==> src/rtl/signed_divider_seq_pkg.sv <==
// Shared state encoding and sizing helpers for the sequential signed divider.
package signed_divider_seq_pkg;

    typedef enum logic [1:0] {
        StIdle  = 2'd0,
        StSetup = 2'd1,
        StIter  = 2'd2,
        StSign  = 2'd3
    } state_e;

    function automatic int unsigned cnt_width(input int unsigned width);
        return (width > 1) ? $clog2(width) : 1;
    endfunction

endpackage

==> src/rtl/absolute_value.sv <==
// Two's-complement magnitude; |-2^(W-1)| is returned as the unsigned value 2^(W-1).
module absolute_value #(
    parameter int unsigned Width = 16
) (
    input  logic [Width-1:0] value_i,
    output logic [Width-1:0] mag_o
);

    always_comb begin
        mag_o = value_i[Width-1] ? (~value_i + Width'(1)) : value_i;
    end

endmodule

==> src/rtl/give_sign.sv <==
// Applies a sign to an unsigned magnitude (negates when neg_i is set).
module give_sign #(
    parameter int unsigned Width = 16
) (
    input  logic [Width-1:0] mag_i,
    input  logic             neg_i,
    output logic [Width-1:0] value_o
);

    always_comb begin
        value_o = neg_i ? (~mag_i + Width'(1)) : mag_i;
    end

endmodule

==> src/rtl/signed_divider_seq_div_step.sv <==
// One restoring shift-subtract iteration on the {R,Q} pair.
module signed_divider_seq_div_step #(
    parameter int unsigned Width = 16
) (
    input  logic [Width-1:0] r_i,
    input  logic [Width-1:0] q_i,
    input  logic [Width-1:0] d_i,
    output logic [Width-1:0] r_o,
    output logic [Width-1:0] q_o
);

    logic [Width:0] r_sh;
    logic [Width:0] diff;
    logic           ge;

    always_comb begin
        r_sh = {r_i, q_i[Width-1]};
        diff = r_sh - {1'b0, d_i};
        // r_sh < 2*d always, so the top bit of diff is exactly the borrow
        ge   = ~diff[Width];
        r_o  = ge ? diff[Width-1:0] : r_sh[Width-1:0];
        q_o  = {q_i[Width-2:0], ge};
    end

endmodule

==> src/rtl/signed_divider_seq.sv <==
// Multi-cycle signed divider with RISC-V DIV/REM semantics.
// Define DIVIDER_UNSIGNED_EN to add a Signed input selecting unsigned operation.
module signed_divider_seq
    import signed_divider_seq_pkg::*;
#(
    parameter int unsigned l = 16
) (
    input  logic         Clock,
    input  logic         Reset,
    input  logic         Start,
    input  logic [l-1:0] Dividend,
    input  logic [l-1:0] Divisor,
`ifdef DIVIDER_UNSIGNED_EN
    input  logic         Signed,
`endif
    output logic         Busy,
    output logic         Done,
    output logic [l-1:0] Quotient,
    output logic [l-1:0] Remainder,
    output logic         DivByZero,
    output logic         Overflow
);

    localparam int unsigned    CntW   = cnt_width(l);
    localparam logic [CntW-1:0] CntMax = CntW'(l - 1);
    localparam logic [l-1:0]    MinVal = {1'b1, {(l-1){1'b0}}};

    state_e        state_q, state_d;
    logic          busy_q, busy_d, done_q, done_d;
    logic [l-1:0]  quot_q, quot_d, rem_q, rem_d;
    logic          dbz_q, dbz_d, ovf_q, ovf_d;
    logic [l-1:0]  dvd_q, dvd_d, dvs_q, dvs_d;
    logic          neg_a_q, neg_a_d, neg_b_q, neg_b_d;
    logic [l-1:0]  r_q, r_d, q_q, q_d, dmag_q, dmag_d;
    logic [CntW-1:0] cnt_q, cnt_d;

    logic          signed_op;
    logic [l-1:0]  dvd_abs, dvs_abs, r_step, q_step, q_signed, r_signed;
    logic          div_zero, ovf_case;

`ifdef DIVIDER_UNSIGNED_EN
    assign signed_op = Signed;
`else
    assign signed_op = 1'b1;
`endif

    absolute_value #(.Width(l)) u_abs_dvd (.value_i(dvd_q), .mag_o(dvd_abs));
    absolute_value #(.Width(l)) u_abs_dvs (.value_i(dvs_q), .mag_o(dvs_abs));

    signed_divider_seq_div_step #(.Width(l)) u_step (
        .r_i (r_q),
        .q_i (q_q),
        .d_i (dmag_q),
        .r_o (r_step),
        .q_o (q_step)
    );

    give_sign #(.Width(l)) u_sign_q (.mag_i(q_q), .neg_i(neg_a_q ^ neg_b_q), .value_o(q_signed));
    give_sign #(.Width(l)) u_sign_r (.mag_i(r_q), .neg_i(neg_a_q), .value_o(r_signed));

    // Sign bits are only latched for signed operations, so they also gate the overflow case
    assign div_zero = (dvs_q == '0);
    assign ovf_case = neg_a_q && neg_b_q && (dvd_q == MinVal) && (dvs_q == '1);

    always_comb begin
        state_d = state_q;
        busy_d  = busy_q;
        done_d  = 1'b0;
        quot_d  = quot_q;
        rem_d   = rem_q;
        dbz_d   = dbz_q;
        ovf_d   = ovf_q;
        dvd_d   = dvd_q;
        dvs_d   = dvs_q;
        neg_a_d = neg_a_q;
        neg_b_d = neg_b_q;
        r_d     = r_q;
        q_d     = q_q;
        dmag_d  = dmag_q;
        cnt_d   = cnt_q;
        unique case (state_q)
            StIdle: begin
                if (Start) begin
                    dvd_d   = Dividend;
                    dvs_d   = Divisor;
                    neg_a_d = signed_op & Dividend[l-1];
                    neg_b_d = signed_op & Divisor[l-1];
                    busy_d  = 1'b1;
                    dbz_d   = 1'b0;
                    ovf_d   = 1'b0;
                    state_d = StSetup;
                end
            end
            StSetup: begin
                r_d     = '0;
                q_d     = neg_a_q ? dvd_abs : dvd_q;
                dmag_d  = neg_b_q ? dvs_abs : dvs_q;
                cnt_d   = '0;
                state_d = (div_zero || ovf_case) ? StSign : StIter;
            end
            StIter: begin
                r_d   = r_step;
                q_d   = q_step;
                cnt_d = cnt_q + CntW'(1);
                if (cnt_q == CntMax) begin
                    state_d = StSign;
                end
            end
            StSign: begin
                if (div_zero) begin
                    quot_d = '1;
                    rem_d  = dvd_q;
                    dbz_d  = 1'b1;
                end else if (ovf_case) begin
                    quot_d = MinVal;
                    rem_d  = '0;
                    ovf_d  = 1'b1;
                end else begin
                    quot_d = q_signed;
                    rem_d  = r_signed;
                end
                done_d  = 1'b1;
                busy_d  = 1'b0;
                state_d = StIdle;
            end
            default: state_d = StIdle;
        endcase
    end

    always_ff @(posedge Clock or posedge Reset) begin
        if (Reset) begin
            state_q <= StIdle;
            busy_q  <= 1'b0;
            done_q  <= 1'b0;
            quot_q  <= '0;
            rem_q   <= '0;
            dbz_q   <= 1'b0;
            ovf_q   <= 1'b0;
            dvd_q   <= '0;
            dvs_q   <= '0;
            neg_a_q <= 1'b0;
            neg_b_q <= 1'b0;
            r_q     <= '0;
            q_q     <= '0;
            dmag_q  <= '0;
            cnt_q   <= '0;
        end else begin
            state_q <= state_d;
            busy_q  <= busy_d;
            done_q  <= done_d;
            quot_q  <= quot_d;
            rem_q   <= rem_d;
            dbz_q   <= dbz_d;
            ovf_q   <= ovf_d;
            dvd_q   <= dvd_d;
            dvs_q   <= dvs_d;
            neg_a_q <= neg_a_d;
            neg_b_q <= neg_b_d;
            r_q     <= r_d;
            q_q     <= q_d;
            dmag_q  <= dmag_d;
            cnt_q   <= cnt_d;
        end
    end

    assign Busy      = busy_q;
    assign Done      = done_q;
    assign Quotient  = quot_q;
    assign Remainder = rem_q;
    assign DivByZero = dbz_q;
    assign Overflow  = ovf_q;

endmodule
==> config.mk <==
export PLATFORM = sky130hd
export DESIGN_NAME = signed_divider_seq
export DESIGN_NICKNAME = d
export VERILOG_FILES = /design/src/rtl/signed_divider_seq_pkg.sv /design/src/rtl/absolute_value.sv /design/src/rtl/give_sign.sv /design/src/rtl/signed_divider_seq_div_step.sv /design/src/rtl/signed_divider_seq.sv
export SDC_FILE = /design/constraint.sdc
export NUM_CORES = 1
export LEC_CHECK = 0
export CAP_MARGIN = 0
export CORE_MARGIN = 5
export CORE_UTILIZATION = 45
export DETAILED_ROUTE_END_ITERATION = 10
export HOLD_SLACK_MARGIN = 0.05
export PLACE_DENSITY_LB_ADDON = 0.2
export SETUP_SLACK_MARGIN = 0.02
export SLEW_MARGIN = 20
export SYNTH_ARGS = -nofsm -noshare
export SYNTH_HDL_FRONTEND = slang
export SYNTH_HIERARCHICAL = 1
export SYNTH_SLANG_ARGS = --single-unit
==> constraint.sdc <==
create_clock -name Clock -period 12.9 [get_ports Clock]
set_input_delay 2.58 -clock Clock [delete_from_list [all_inputs] [get_ports Clock]]
set_output_delay 2.58 -clock Clock [all_outputs]
set_load 0.02 [all_outputs]
==> flow_summary_export.csv <==
group,metric,value,unit
outcome,outcome,"finished clean",
worst_setup_path,critPathMaxFanout,75,
pwr,p_per_area,258.3,mW/mm²
clocking,cts_root_buf,"clkbuf_16",
synthesis,seq_area_frac_synth,37.17,%
timing,finalHoldViolCount,0,
die,rows,49,
detailed_routing,via_per_inst,5.569,
synthesis,synth_flop_cell,"dfrtp_1",
worst_setup_path,crit_path_cell_trace,"clkdlybuf4s50_1 -> inv_4 -> buf_4",
die,core-area,0.01796,mm²
finish,final_util,52.88,%
synthesis,ys_ff_latch,122,
detailed_routing,detail-route-antenna-nets,0,
placement,gp_congestion,0.8293,
timing,tns,0,ns
finish,final_cells,1126,
detailed_routing,drt_first_pass_iters,5,
finish,final_layout_size_suffix_gt1_share,15.27,%
synthesis,syn_area_per_cell,9.572,µm²
detailed_routing,drt_iter0_markers,478,
clocking,ctsHoldBuffers,0,
synthesis,synth_compound_area_share,17.55,%
global_route,grt_pass1_wl,31770,µm
global_route,antenna_found_initial,0,
synthesis,synthSimpleGateAreaFrac,13.57,%
worst_setup_path,cp_num_buf_inv,3,
timing,max_slew.worst_pin.slew,1.032,ns
synthesis,yosys.area.top_type,"dfrtp_1",
clocking,tritoncts,"done",
finish,area_growth,15.66,%
synthesis,yosysTopAreaCellShare,37.17,%
synthesis,yosys-top-cells-area,"dfrtp_1 (37%), mux2_2 (7.7%), xnor2_1 (6.0%)",
timing,min_period,4.027,ns
die,die_h,145.1,µm
timing,fin_worst_skew,0.01063,ns
synthesis,synth.yosys.warnings,6,
clocking,cts_setup_buffers,0,
die,die_x,145.1,µm
synthesis,syn_nets,920,
die,die_area,0.02105,mm²
synthesis,synth_xor_area_share,7.236,%
synthesis,netlist_area,0.008213,mm²
pwr,ir_drop,157.4,µV
worst_setup_path,path_class,"input pin to async pin",
clocking,htreeDepth,4,
timing,report.final.slew_viol_count,0,
synthesis,synth_most_common_cell,"dfrtp_1",
finish,antenna_cells,0,
worst_setup_path,cp-start-kind,"input pin",
timing,slew_headroom,31.21,%
global_route,grtUsageTotal,18.20,%
detailed_routing,post_drt_wl_per_cell,17.33,µm
synthesis,synthArstFlopShare,100.0,%
clocking,clk_pin_slew,0.06,ns
worst_setup_path,critical_path.top_delay_family,"buffers and inverters",
die,pin_count,71,
finish,final_cell_area,0.009499,mm²
pwr,cellLeakagePower,4.155,nW
timing,finalCritPeriodShare,31.22,%
run,maxCapViolations,0,
clocking,clk_latency,0.42,ns
synthesis,ys_types,71,
synthesis,ys_top_cells_by_count,"dfrtp_1 (122), nand2_1 (110), o21ai_0 (58)",
worst_setup_path,slowest_stage,"buf_4",
synthesis,synth_cells,858,
timing,max_freq,248.3,MHz
placement,dpl_cell_area,0.008902,mm²
synthesis,synth_edf_count,0,
detailed_routing,drc,0,
detailed_routing,drt_wl_total,19510,µm
global_route,overflow,0,
timing,hold_ws,0.5072,ns
finish,fin_nets,947,
detailed_routing,vias,6271,
clocking,clock_sinks,122,
placement,hpwl,13670,µm
clocking,cts_buffers,17,
synthesis,synth_adder_area_share,4.205,%
worst_setup_path,worstPathRequired,13.26,ns
worst_setup_path,max_stage_delay,0.85,ns
clocking,cts_buffer_depth,2,
timing,rsz0062_at_grt,"false",
timing,setup_viol_count_final,0,
placement,io_buffers,70,
hold_path,hp-class,"flop to flop",
worst_setup_path,crit_arrival,4.38,ns
worst_setup_path,end_kind,"async pin",
placement,dpl.cell_count,1095,
global_route,grt_pass1_vias,6029,
synthesis,synth_top_family_by_area,"compound AO/OA/AOI/OAI gates",
die,start_util,45.72,%
clocking,cts.repair.resized,0,
global_route,grt_max_degree,76,
synthesis,yosys-mux-area-fraction,13.22,%
## metrics by stage
stage	power [mW]	setup slack (ns)
3_5_place_dp	1.982	8.273
2_1_floorplan	1.694	7.077
6_report	2.454	8.873
4_1_cts	2.475	8.736
5_1_grt	2.639	8.498
3_3_place_gp	1.957	8.277
## where the power goes
part | switching (mW) | internal [mW]
logic | 0.638 | 0.585
registers | 0.211 | 0.536
clock network | 0.167 | 0.317
total | 1.02 | 1.44
## path summary, 6_finish.rpt
check                           startpoint    endpoint  slack [ns]  cells past startpoint
worst min-delay path              cnt_q[0]    cnt_q[0]        0.51                      1
worst max-delay path                 Reset   dvd_q[15]        8.87                      3
max in group Clock                Overflow    Overflow        8.88                      1
min in group asynchronous            Reset  state_q[1]        2.61                      2
worst max register to register     q_q[15]     r_q[15]        9.38                     13
worst min register to register    cnt_q[0]    cnt_q[0]        0.51                      1
## cell type report
| class | instances | area, µm² |
|---|---|---|
| Clock buffer | 23 | 478.0 |
| Clock inverter | 8 | 118.9 |
| Fill cell | 1667 | 8464 |
| Inverter | 55 | 209.0 |
| Multi-Input combinational cell | 610 | 4584 |
| Sequential cell | 122 | 3054 |
| Tap cell | 229 | 286.5 |
| Timing Repair Buffer | 79 | 768.2 |
## metal layers
metal,share of wire (%),track usage [%],vias to the layer above
met1,47,24.55,2995
met4,2.0,6.437,0
li1,-,-,3110
met2,47,29.17,137
met3,4.1,3.711,29
met5,0,0,-
## kinds of logic (layout without fill, tap and decap cells)
| kind of cell | count (synthesis) | count (layout) |
|---|---|---|
| AND/OR/NAND/NOR | 224 | 224 |
| adder cells (fa/ha/maj) | 27 | 27 |
| flip-flops | 122 | 122 |
| XOR/XNOR | 67 | 67 |
| multiplexers | 98 | 98 |
| buffers and inverters | 126 | 165 |
| AO/OA/AOI/OAI | 194 | 194 |
## layout by cell type, fill, tap and decap left out, drive strengths merged, types with 3 or more instances in the layout
cell           instances
or4b                   3
xnor2                 57
or3                   10
dfrtp                122
clkinv                 5
or4                    9
bufinv                 3
o2bb2ai               16
o211ai                16
clkbuf                23
nand4                  7
or2                    6
clkdlybuf4s50         70
a211oi                 3
buf                    9
nor2                  31
and2                   3
a21o                   3
nor4                  11
a21oi                 28
mux2i                 35
inv                   55
o41ai                 13
nand2                112
xor2                  10
ha                    26
mux2                  63
a41o                  16
and3                   3
o21ai                 60
nor3                   3
nand2b                 6
nand3                  9
o31ai                 19
## flip-flops by register name, indices dropped and copies added (netlist names)
name,flops
dvd_q,16
q_q,16
Overflow,1
dmag_q,16
Quotient,16
cnt_q,4
DivByZero,1
r_q,16
Remainder,16
dvs_q,16
Done,1
state_q,2
Busy,1
(Power assumes the default switching activity.)
